`config.mk`:
```
export PLATFORM = sky130hd
export DESIGN_NAME = branch_target_buffer
export DESIGN_NICKNAME = d
export VERILOG_FILES = /design/src/rtl/branch_target_buffer.sv
export SDC_FILE = /design/constraint.sdc
export NUM_CORES = 1
export LEC_CHECK = 0
export ABC_AREA = 1
export CORE_MARGIN = 5
export CORE_UTILIZATION = 50
export DETAILED_ROUTE_END_ITERATION = 10
export PLACE_DENSITY = 0.77
export SLEW_MARGIN = 5
export SYNTH_ARGS = -nofsm -noshare
export SYNTH_HDL_FRONTEND = slang
export SYNTH_SLANG_ARGS = --single-unit
export TNS_END_PERCENT = 100
```
`constraint.sdc`:
```
create_clock -name clk -period 8.4 [get_ports clk]
set_clock_uncertainty 0.15 [all_clocks]
set_input_delay 2.1 -clock clk [delete_from_list [all_inputs] [get_ports clk]]
set_output_delay 2.1 -clock clk [all_outputs]
set_load 0.01 [all_outputs]
```
`src/rtl/branch_target_buffer.sv`:
```
// Direct-mapped branch target buffer with 2-bit saturating direction counters.
// Lookup is combinational off the registered table; execute trains it via the update port.
module branch_target_buffer #(
  parameter int unsigned INDEX_BITS = 4,
  parameter int unsigned TAG_BITS   = 8
) (
  input  logic        clk,
  input  logic        reset,
  input  logic [31:0] f_pc,
  input  logic [3:0]  f_traits,
  input  logic [25:0] f_jindex,
  output logic        pred_hit,
  output logic        pred_taken,
  output logic [31:0] pred_target,
  input  logic        u_valid,
  input  logic [31:0] u_pc,
  input  logic [3:0]  u_traits,
  input  logic        u_taken,
  input  logic [31:0] u_target,
  input  logic        u_pred_taken,
  input  logic [31:0] u_pred_target,
  output logic        u_mispredict,
  output logic [31:0] n_update,
  output logic [31:0] n_mispredict
);
  localparam int unsigned ENTRIES = 1 << INDEX_BITS;

  logic                  valid_q  [ENTRIES];
  logic [TAG_BITS-1:0]   tag_q    [ENTRIES];
  logic [29:0]           target_q [ENTRIES];
  logic [1:0]            ctr_q    [ENTRIES];
  logic [31:0]           n_update_q, n_update_d;
  logic [31:0]           n_mispredict_q, n_mispredict_d;

  logic [INDEX_BITS-1:0] f_idx, u_idx;
  logic [TAG_BITS-1:0]   f_tag, u_tag;
  logic [31:0]           f_pc4;
  logic                  f_match, u_hit;
  logic                  ent_we;
  logic [1:0]            ent_ctr_d;
  logic [29:0]           ent_target_d;
  logic                  unused_u_bits;

  assign f_idx = f_pc[INDEX_BITS+1:2];
  assign f_tag = f_pc[INDEX_BITS+TAG_BITS+1:INDEX_BITS+2];
  assign u_idx = u_pc[INDEX_BITS+1:2];
  assign u_tag = u_pc[INDEX_BITS+TAG_BITS+1:INDEX_BITS+2];
  assign f_pc4 = f_pc + 32'd4;

  assign f_match = valid_q[f_idx] && (tag_q[f_idx] == f_tag);
  assign u_hit   = valid_q[u_idx] && (tag_q[u_idx] == u_tag);

  assign unused_u_bits = ^{u_pc[31:INDEX_BITS+TAG_BITS+2], u_pc[1:0], u_traits[1:0]};

  // jr and branch share the table path, so priority only matters between table and jump paths
  always_comb begin
    pred_hit    = 1'b0;
    pred_taken  = 1'b0;
    pred_target = f_pc4;
    if (f_traits[3] || f_traits[2]) begin
      pred_hit   = f_match;
      pred_taken = f_match && ctr_q[f_idx][1];
      if (pred_taken) pred_target = {target_q[f_idx], 2'b00};
    end else if (f_traits[1] || f_traits[0]) begin
      pred_taken  = 1'b1;
      pred_target = {f_pc4[31:28], f_jindex, 2'b00};
    end
  end

  always_comb begin
    ent_we       = 1'b0;
    ent_ctr_d    = ctr_q[u_idx];
    ent_target_d = target_q[u_idx];
    if (u_valid && (u_traits[3] || u_traits[2])) begin
      if (u_hit) begin
        ent_we = 1'b1;
        if (u_taken) begin
          ent_ctr_d    = (ctr_q[u_idx] == 2'b11) ? 2'b11 : ctr_q[u_idx] + 2'd1;
          ent_target_d = u_target[31:2];
        end else begin
          ent_ctr_d = (ctr_q[u_idx] == 2'b00) ? 2'b00 : ctr_q[u_idx] - 2'd1;
        end
      end else if (u_taken) begin
        ent_we       = 1'b1;
        ent_ctr_d    = 2'b10;
        ent_target_d = u_target[31:2];
      end
    end
  end

  assign u_mispredict = u_valid &&
                        ((u_taken != u_pred_taken) || (u_taken && (u_target != u_pred_target)));

  always_comb begin
    n_update_d     = n_update_q;
    n_mispredict_d = n_mispredict_q;
    if (u_valid) n_update_d = n_update_q + 32'd1;
    if (u_mispredict) n_mispredict_d = n_mispredict_q + 32'd1;
  end

  always_ff @(posedge clk) begin
    if (reset) begin
      for (int unsigned i = 0; i < ENTRIES; i++) begin
        valid_q[i]  <= 1'b0;
        tag_q[i]    <= '0;
        target_q[i] <= '0;
        ctr_q[i]    <= 2'b00;
      end
      n_update_q     <= '0;
      n_mispredict_q <= '0;
    end else begin
      if (ent_we) begin
        valid_q[u_idx]  <= 1'b1;
        tag_q[u_idx]    <= u_tag;
        target_q[u_idx] <= ent_target_d;
        ctr_q[u_idx]    <= ent_ctr_d;
      end
      n_update_q     <= n_update_d;
      n_mispredict_q <= n_mispredict_d;
    end
  end

  assign n_update     = n_update_q;
  assign n_mispredict = n_mispredict_q;
endmodule

```
Yosys cells after proc, flatten, opt, wreduce, memory -nomap -nowiden:

Memory sizes are Yosys's and may differ from the RTL's.
Cells that the tools add are included.

* add/sub/neg operators: 5
* equality and inequality tests: 7
* multiplexer cells: 34
* reduce and logical (&&, ||, !) cells: 16

Operators with widths (count)
* $mux 30: 3
* $add 32x1->32 const B: 2
* $mux 32: 2
* $add 32x3->32 const B: 1
* $ne 32x32->1: 1
* $reduce_or 30->1: 1
* $mux 28: 1
* $eq 8x8->1: 2
* $mux 1: 16
* $mux 4: 4
* $mux 2: 7
* $mux 8: 1
* $reduce_or 8->1: 1
* $logic_and 1x1->1: 6
* $logic_or 1x1->1: 4
* $reduce_and 3->1: 1
* $add 2x1->2 const B: 1
* $eq 2x2->1 const B: 1
* $logic_not 2->1: 1
* $ne 2x2->1 const B: 1
* $reduce_or 2->1: 1
* $sub 2x1->2 const B: 1
* $ne 1x1->1: 1
* $ne 1x1->1 const B: 1
* $reduce_or 1->1: 1

* flip-flop bits (word level): 64
* memory bits (writable): 656
* input bits: 167
* output and inout bits: 99
* word-level logic and storage cells: 68
* memories: 4

Memories
* target_q: depth 16, width 30, read ports 1, clocked after Yosys merged registers in 0, wr ports 16, RTL line 30 `logic [29:0] target_q [ENTRIES];`
* tag_q: depth 16, width 8, read ports 2, clocked after Yosys merged registers in 0, wr ports 16, RTL line 29 `logic [TAG_BITS-1:0] tag_q [ENTRIES];`
* ctr_q: depth 16, width 2, read ports 2, clocked after Yosys merged registers in 0, wr ports 16, RTL line 31 `logic [1:0] ctr_q [ENTRIES];`
* valid_q: depth 16, width 1, read ports 2, clocked after Yosys merged registers in 0, wr ports 16, RTL line 28 `logic valid_q [ENTRIES];`

Longest topological paths before layout:

An unclocked memory read counts as a cell.

* depth after elaboration: 11
* mapped depth: 21
* mapped depth without buffers: 18

Worst setup path before layout:

Ideal clock, no wire load.

* kind: input-to-output
* from: input port f_pc[2]
* to: output port pred_target[30]
* data arrival time: 3.980 ns
* data required time: 6.150 ns
* setup slack: 2.170 ns
* stages: 19
* buffers on the path: 3
* cell sequence: buf_4 buf_6 buf_2 nor2_1 nor2_1 o21ai_1 nand3_1 nand3_1 nand2_1 nand2_1 nand2_1 nor2_1 nand2_1 nor2_1 nand2_1 nor2_1 nand2_1 nand2_1 nand2_1

* longest elaborated chain between the ends: 6
* elaborated cells between the ends (all ways): 10
* those cells by class: add/sub: 1; eq/ne: 1; mux: 2; reduce/logical: 2; memory: 4

Ends and longest elaborated chain
* start, declared: RTL line 9 `input logic [31:0] f_pc,`
* $mem_v2 16x8
* $eq 8x8->1: RTL line 50 `assign f_match = valid_q[f_idx] && (tag_q[f_idx] == f_tag);`
* $logic_and 1x1->1: RTL line 50
* $logic_and 1x1->1: RTL line 62 `pred_taken = f_match && ctr_q[f_idx][1];`
* $mux 32: RTL line 63 `if (pred_taken) pred_target = {target_q[f_idx], 2'b00};`
* $mux 32 *: RTL line 60 `if (f_traits[3] || f_traits[2]) begin`
* end, declared: RTL line 14 `output logic [31:0] pred_target,`

Every way passes the cells marked *; elsewhere a longest branch is shown, timed or not.

Final worst setup path:

* from: input port f_pc[3]
* to: output port pred_target[10]

Same word-level chain as after synthesis.

==> impl_metrics.csv <==
group,metric,value,unit
sta,timing.final.crit_share,96.1,%
critical_path,crit_type,"in2out",
yosys,yosysSeqAreaShare,57.1,%
die,io-pin-count,266,
critical_path,cp.arrival,5820,ps
final_layout,drive_above_1_share,5.35,%
sta,timing.fmax,0.124,GHz
sta,drv_slew,0,
critical_path,r2r_start,"tag_q[1][5]$_SDFFCE_PN0P_",
yosys,synth_top_area_share,52.7,%
die,die_x,280,um
clocking,cts_buffer_depth,3,
clocking,hold_buffers,0,
final_layout,area.growth.synth_to_final,15.1,%
grt,grt_pass1_wl,171,mm
grt,grt_pass1_vias,29483,
critical_path,worst_ep_required_time,6150,ps
drt,drt_iter0_drc,4337,
yosys,yosysMostFrequentCell,"nor2_1",
sta,rsz0062_at_grt,"false",
clocking,tritoncts,"yes",
clocking,worstSkewPairLatency,610,ps
final_layout,seq_area,0.0208,mm2
power,powerDensity,197,mW/mm2
yosys,syn-num-nets,4431,
clocking,cts_root_buffer,"clkbuf_16",
die,rows,99,
critical_path,startpoint,"f_pc[3]",
drt,drt_wl_total,113,mm
drt,avgRoutedWirePerCell,21.0,um
critical_path,critPathSlowestCell,"nand3_2",
die,die_h,280,um
job,cap_violations,0,
critical_path,r2r_setup_slack,4750,ps
yosys,yosysUniqueCellTypes,50,
die,dieArea,0.0784,mm2
final_layout,multiInputGateArea,0.0133,mm2
critical_path,crit_path_end_kind,"primary output",
yosys,async_flop_share,0,%
sta,finalHoldViolCount,0,
placement,finalWeightedCongestion,0.915,
sta,maxSlewHeadroom,11.7,%
sta,worstMarginPinSlew,1320,ps
grt,antenna_found_initial,2,
critical_path,worstPathMaxFanout,39,
final_layout,layout.nets,4549,
clocking,htree_levels,3,
yosys,synth_area,0.0365,mm2
sta,final-setup-viol-count,0,
critical_path,slowest_delay,600,ps
yosys,yosys_warnings,0,
clocking,cts_resized,0,
yosys,yosysTopAreaCell,"edfxtp_1",
placement,portBuffers,243,
yosys,syn-instance-count,4261,
final_layout,stdcell_count,5393,
yosys,synth-edff-count,640,
yosys,synth-seq-cells,720,
placement,post-dp-hpwl,71.8,mm
final_layout,diodes,0,
power,peakVddDrop,0.139,mV
power,p_leak,16.2,nW
drt,viasPerCell,5.84,
critical_path,crit_buf_inv,4,
clocking,clock_sinks,720,
critical_path,timing.rr.end,"tag_q[5][0]$_SDFFCE_PN0P_",
critical_path,cp.depth,15,
die,core_area,0.0726,mm2
clocking,path_clk_slew,60,ps
yosys,avgSynthCellArea,8.55,um2
critical_path,reg2regPathDepth,15,
critical_path,crit_path_start_kind,"primary input",
yosys,synth_commonest_cells,"1082 x nor2_1, 812 x nand2_1, 640 x edfxtp_1, 384 x o21ai_0, 250 x inv_1",
yosys,synth_flop_cell,"edfxtp_1",
yosys,synth_top_cells_by_area,"edfxtp_1 53%, nor2_1 11%, nand2_1 8.4%",
drt,firstDrtPassIters,8,
grt,grt_use_total,27.9,%
critical_path,path_common_cell,"nand3_1",
die,start_util,50.2,%
critical_path,cpLargestDelayFamily,"simple AND/OR/NAND/NOR gates",
critical_path,path_cells,"buf_4, buf_4, nand3_1, nand3_1, nand3_1, nand3_1, nand2_1, inv_1, nand3_1, nor2_2, nand3_2, nand2_1, nand3_1, nand2_1, clkdlybuf4s50_1",
outcome,status,"finished clean",
clocking,cts_buffers,72,
sta,period_minus_slack,8070,ps
placement,place_area,0.0396,mm2
sta,setup_ws,332,ps
grt,grt_overflow,0,
worst_hold_path,hp-class,"reg2reg",
clocking,cts_setup_buffers,0,
power,total_power,0.00826,W
sta,finalSetupTns,0,ps
final_layout,fillers,6259,
drt,ant_nets,0,
drt,num_vias,31505,
placement,dp.cells,5264,
final_layout,postLayoutCellArea,0.0419,mm2
critical_path,endpoint,"pred_target[10]",
grt,grt_max_degree,155,
drt,drc,0,
placement,pre_cts_ws,126,ps
-- cells in the final DEF, fill, tap and decap left out, types with 12 or more instances in the layout --
cell type,synthesis,final
nor4_1,21,21
nand2_1,812,812
o211ai_1,12,12
nor2_1,1082,1078
xor2_1,51,51
clkinv_1,22,37
nand3_1,183,183
nand4_1,46,46
dfxtp_1,80,80
o22ai_1,121,121
inv_1,250,249
nor3_1,43,43
edfxtp_1,640,640
nand3_2,12,12
a22oi_1,33,33
xnor2_1,20,20
clkbuf_16,0,74
clkdlybuf4s50_1,0,238
clkbuf_1,205,17
buf_4,9,98
a21oi_1,99,99
o21ai_0,384,384
-- per-stage QoR --
stage | hold WS (ps) | utilization, %
final | 322 | 57.8
after global routing | 345 | 57.8
after CTS | 328 | 57.8
after detailed placement | 315 | 54.5
after global placement | 308 | 54.5
after floorplan | 291 | -
-- power by group --
part	internal, W	switching [W]	total [W]
logic	0.000279	0.000633	0.000911
clock network	0.00189	0.00135	0.00324
registers	0.00406	0.0000521	0.00411
-- cell type report --
cell class | count | share of cell area, %
well taps | 959 | 2.86
clock buffers | 94 | 4.67
clock inverters | 35 | 0.928
flip-flops and latches | 720 | 49.6
inverters | 277 | 2.51
multi-input cells | 2965 | 31.8
repair buffers | 343 | 7.65
-- state kept, by name, indices dropped and copies added (netlist names) --
signal,flops
valid_q,16
n_update,32
tag_q,128
n_mispredict,32
target_q,480
ctr_q,32
-- logic make-up (layout without fill, tap and decap cells) --
kind of cell | after synthesis | after routing | share of synthesized area [%]
AND/OR/NAND/NOR | 2215 | 2215 | 24.4
flip-flops | 720 | 720 | 57.1
AO/OA/AOI/OAI | 676 | 676 | 10.2
buffers and inverters | 576 | 749 | 6.41
XOR/XNOR | 71 | 71 | 1.71
adder cells (fa/ha/maj) | 3 | 3 | 0.103
-- worst reg2reg max path, cell delays in order, from the launching register on --
cell,delay [ps]
edfxtp_1,400
nand2_1,90
o21ai_0,90
nand2_1,80
nand2_1,60
nand2_1,50
nand2_1,150
nor2_1,130
nand2_1,60
nand2_1,80
nand2_1,110
nor2_1,260
nand3_2,190
nand2_4,270
nand3_2,410
nand2_1,700
-- worst min path at each step --
stage,from,end,slack (ps),cells past startpoint
6_report,n_update[8]$_SDFFE_PP0P_,n_update[8]$_SDFFE_PP0P_,320,2
5_1_grt,n_update[8]$_SDFFE_PP0P_,n_update[8]$_SDFFE_PP0P_,340,2
4_1_cts,n_update[8]$_SDFFE_PP0P_,n_update[8]$_SDFFE_PP0P_,330,2
3_5_place_dp,n_update[8]$_SDFFE_PP0P_,n_update[8]$_SDFFE_PP0P_,310,2
3_3_place_gp,n_update[8]$_SDFFE_PP0P_,n_update[8]$_SDFFE_PP0P_,310,2
2_1_floorplan,valid_q[13]$_DFF_P_,valid_q[13]$_DFF_P_,290,2
-- routing by layer --
| metal | track usage (%) | vias up | part of all wire [%] |
|---|---|---|---|
| met1 | 38.4 | 14662 | 38 |
| met3 | 5.74 | 274 | 13 |
| met2 | 43.9 | 2104 | 46 |
| met5 | 0 | - | 0.0088 |
| met4 | 11.1 | 2 | 3.7 |
| li1 | - | 14463 | - |
Power figures use the tool's default switching activity.
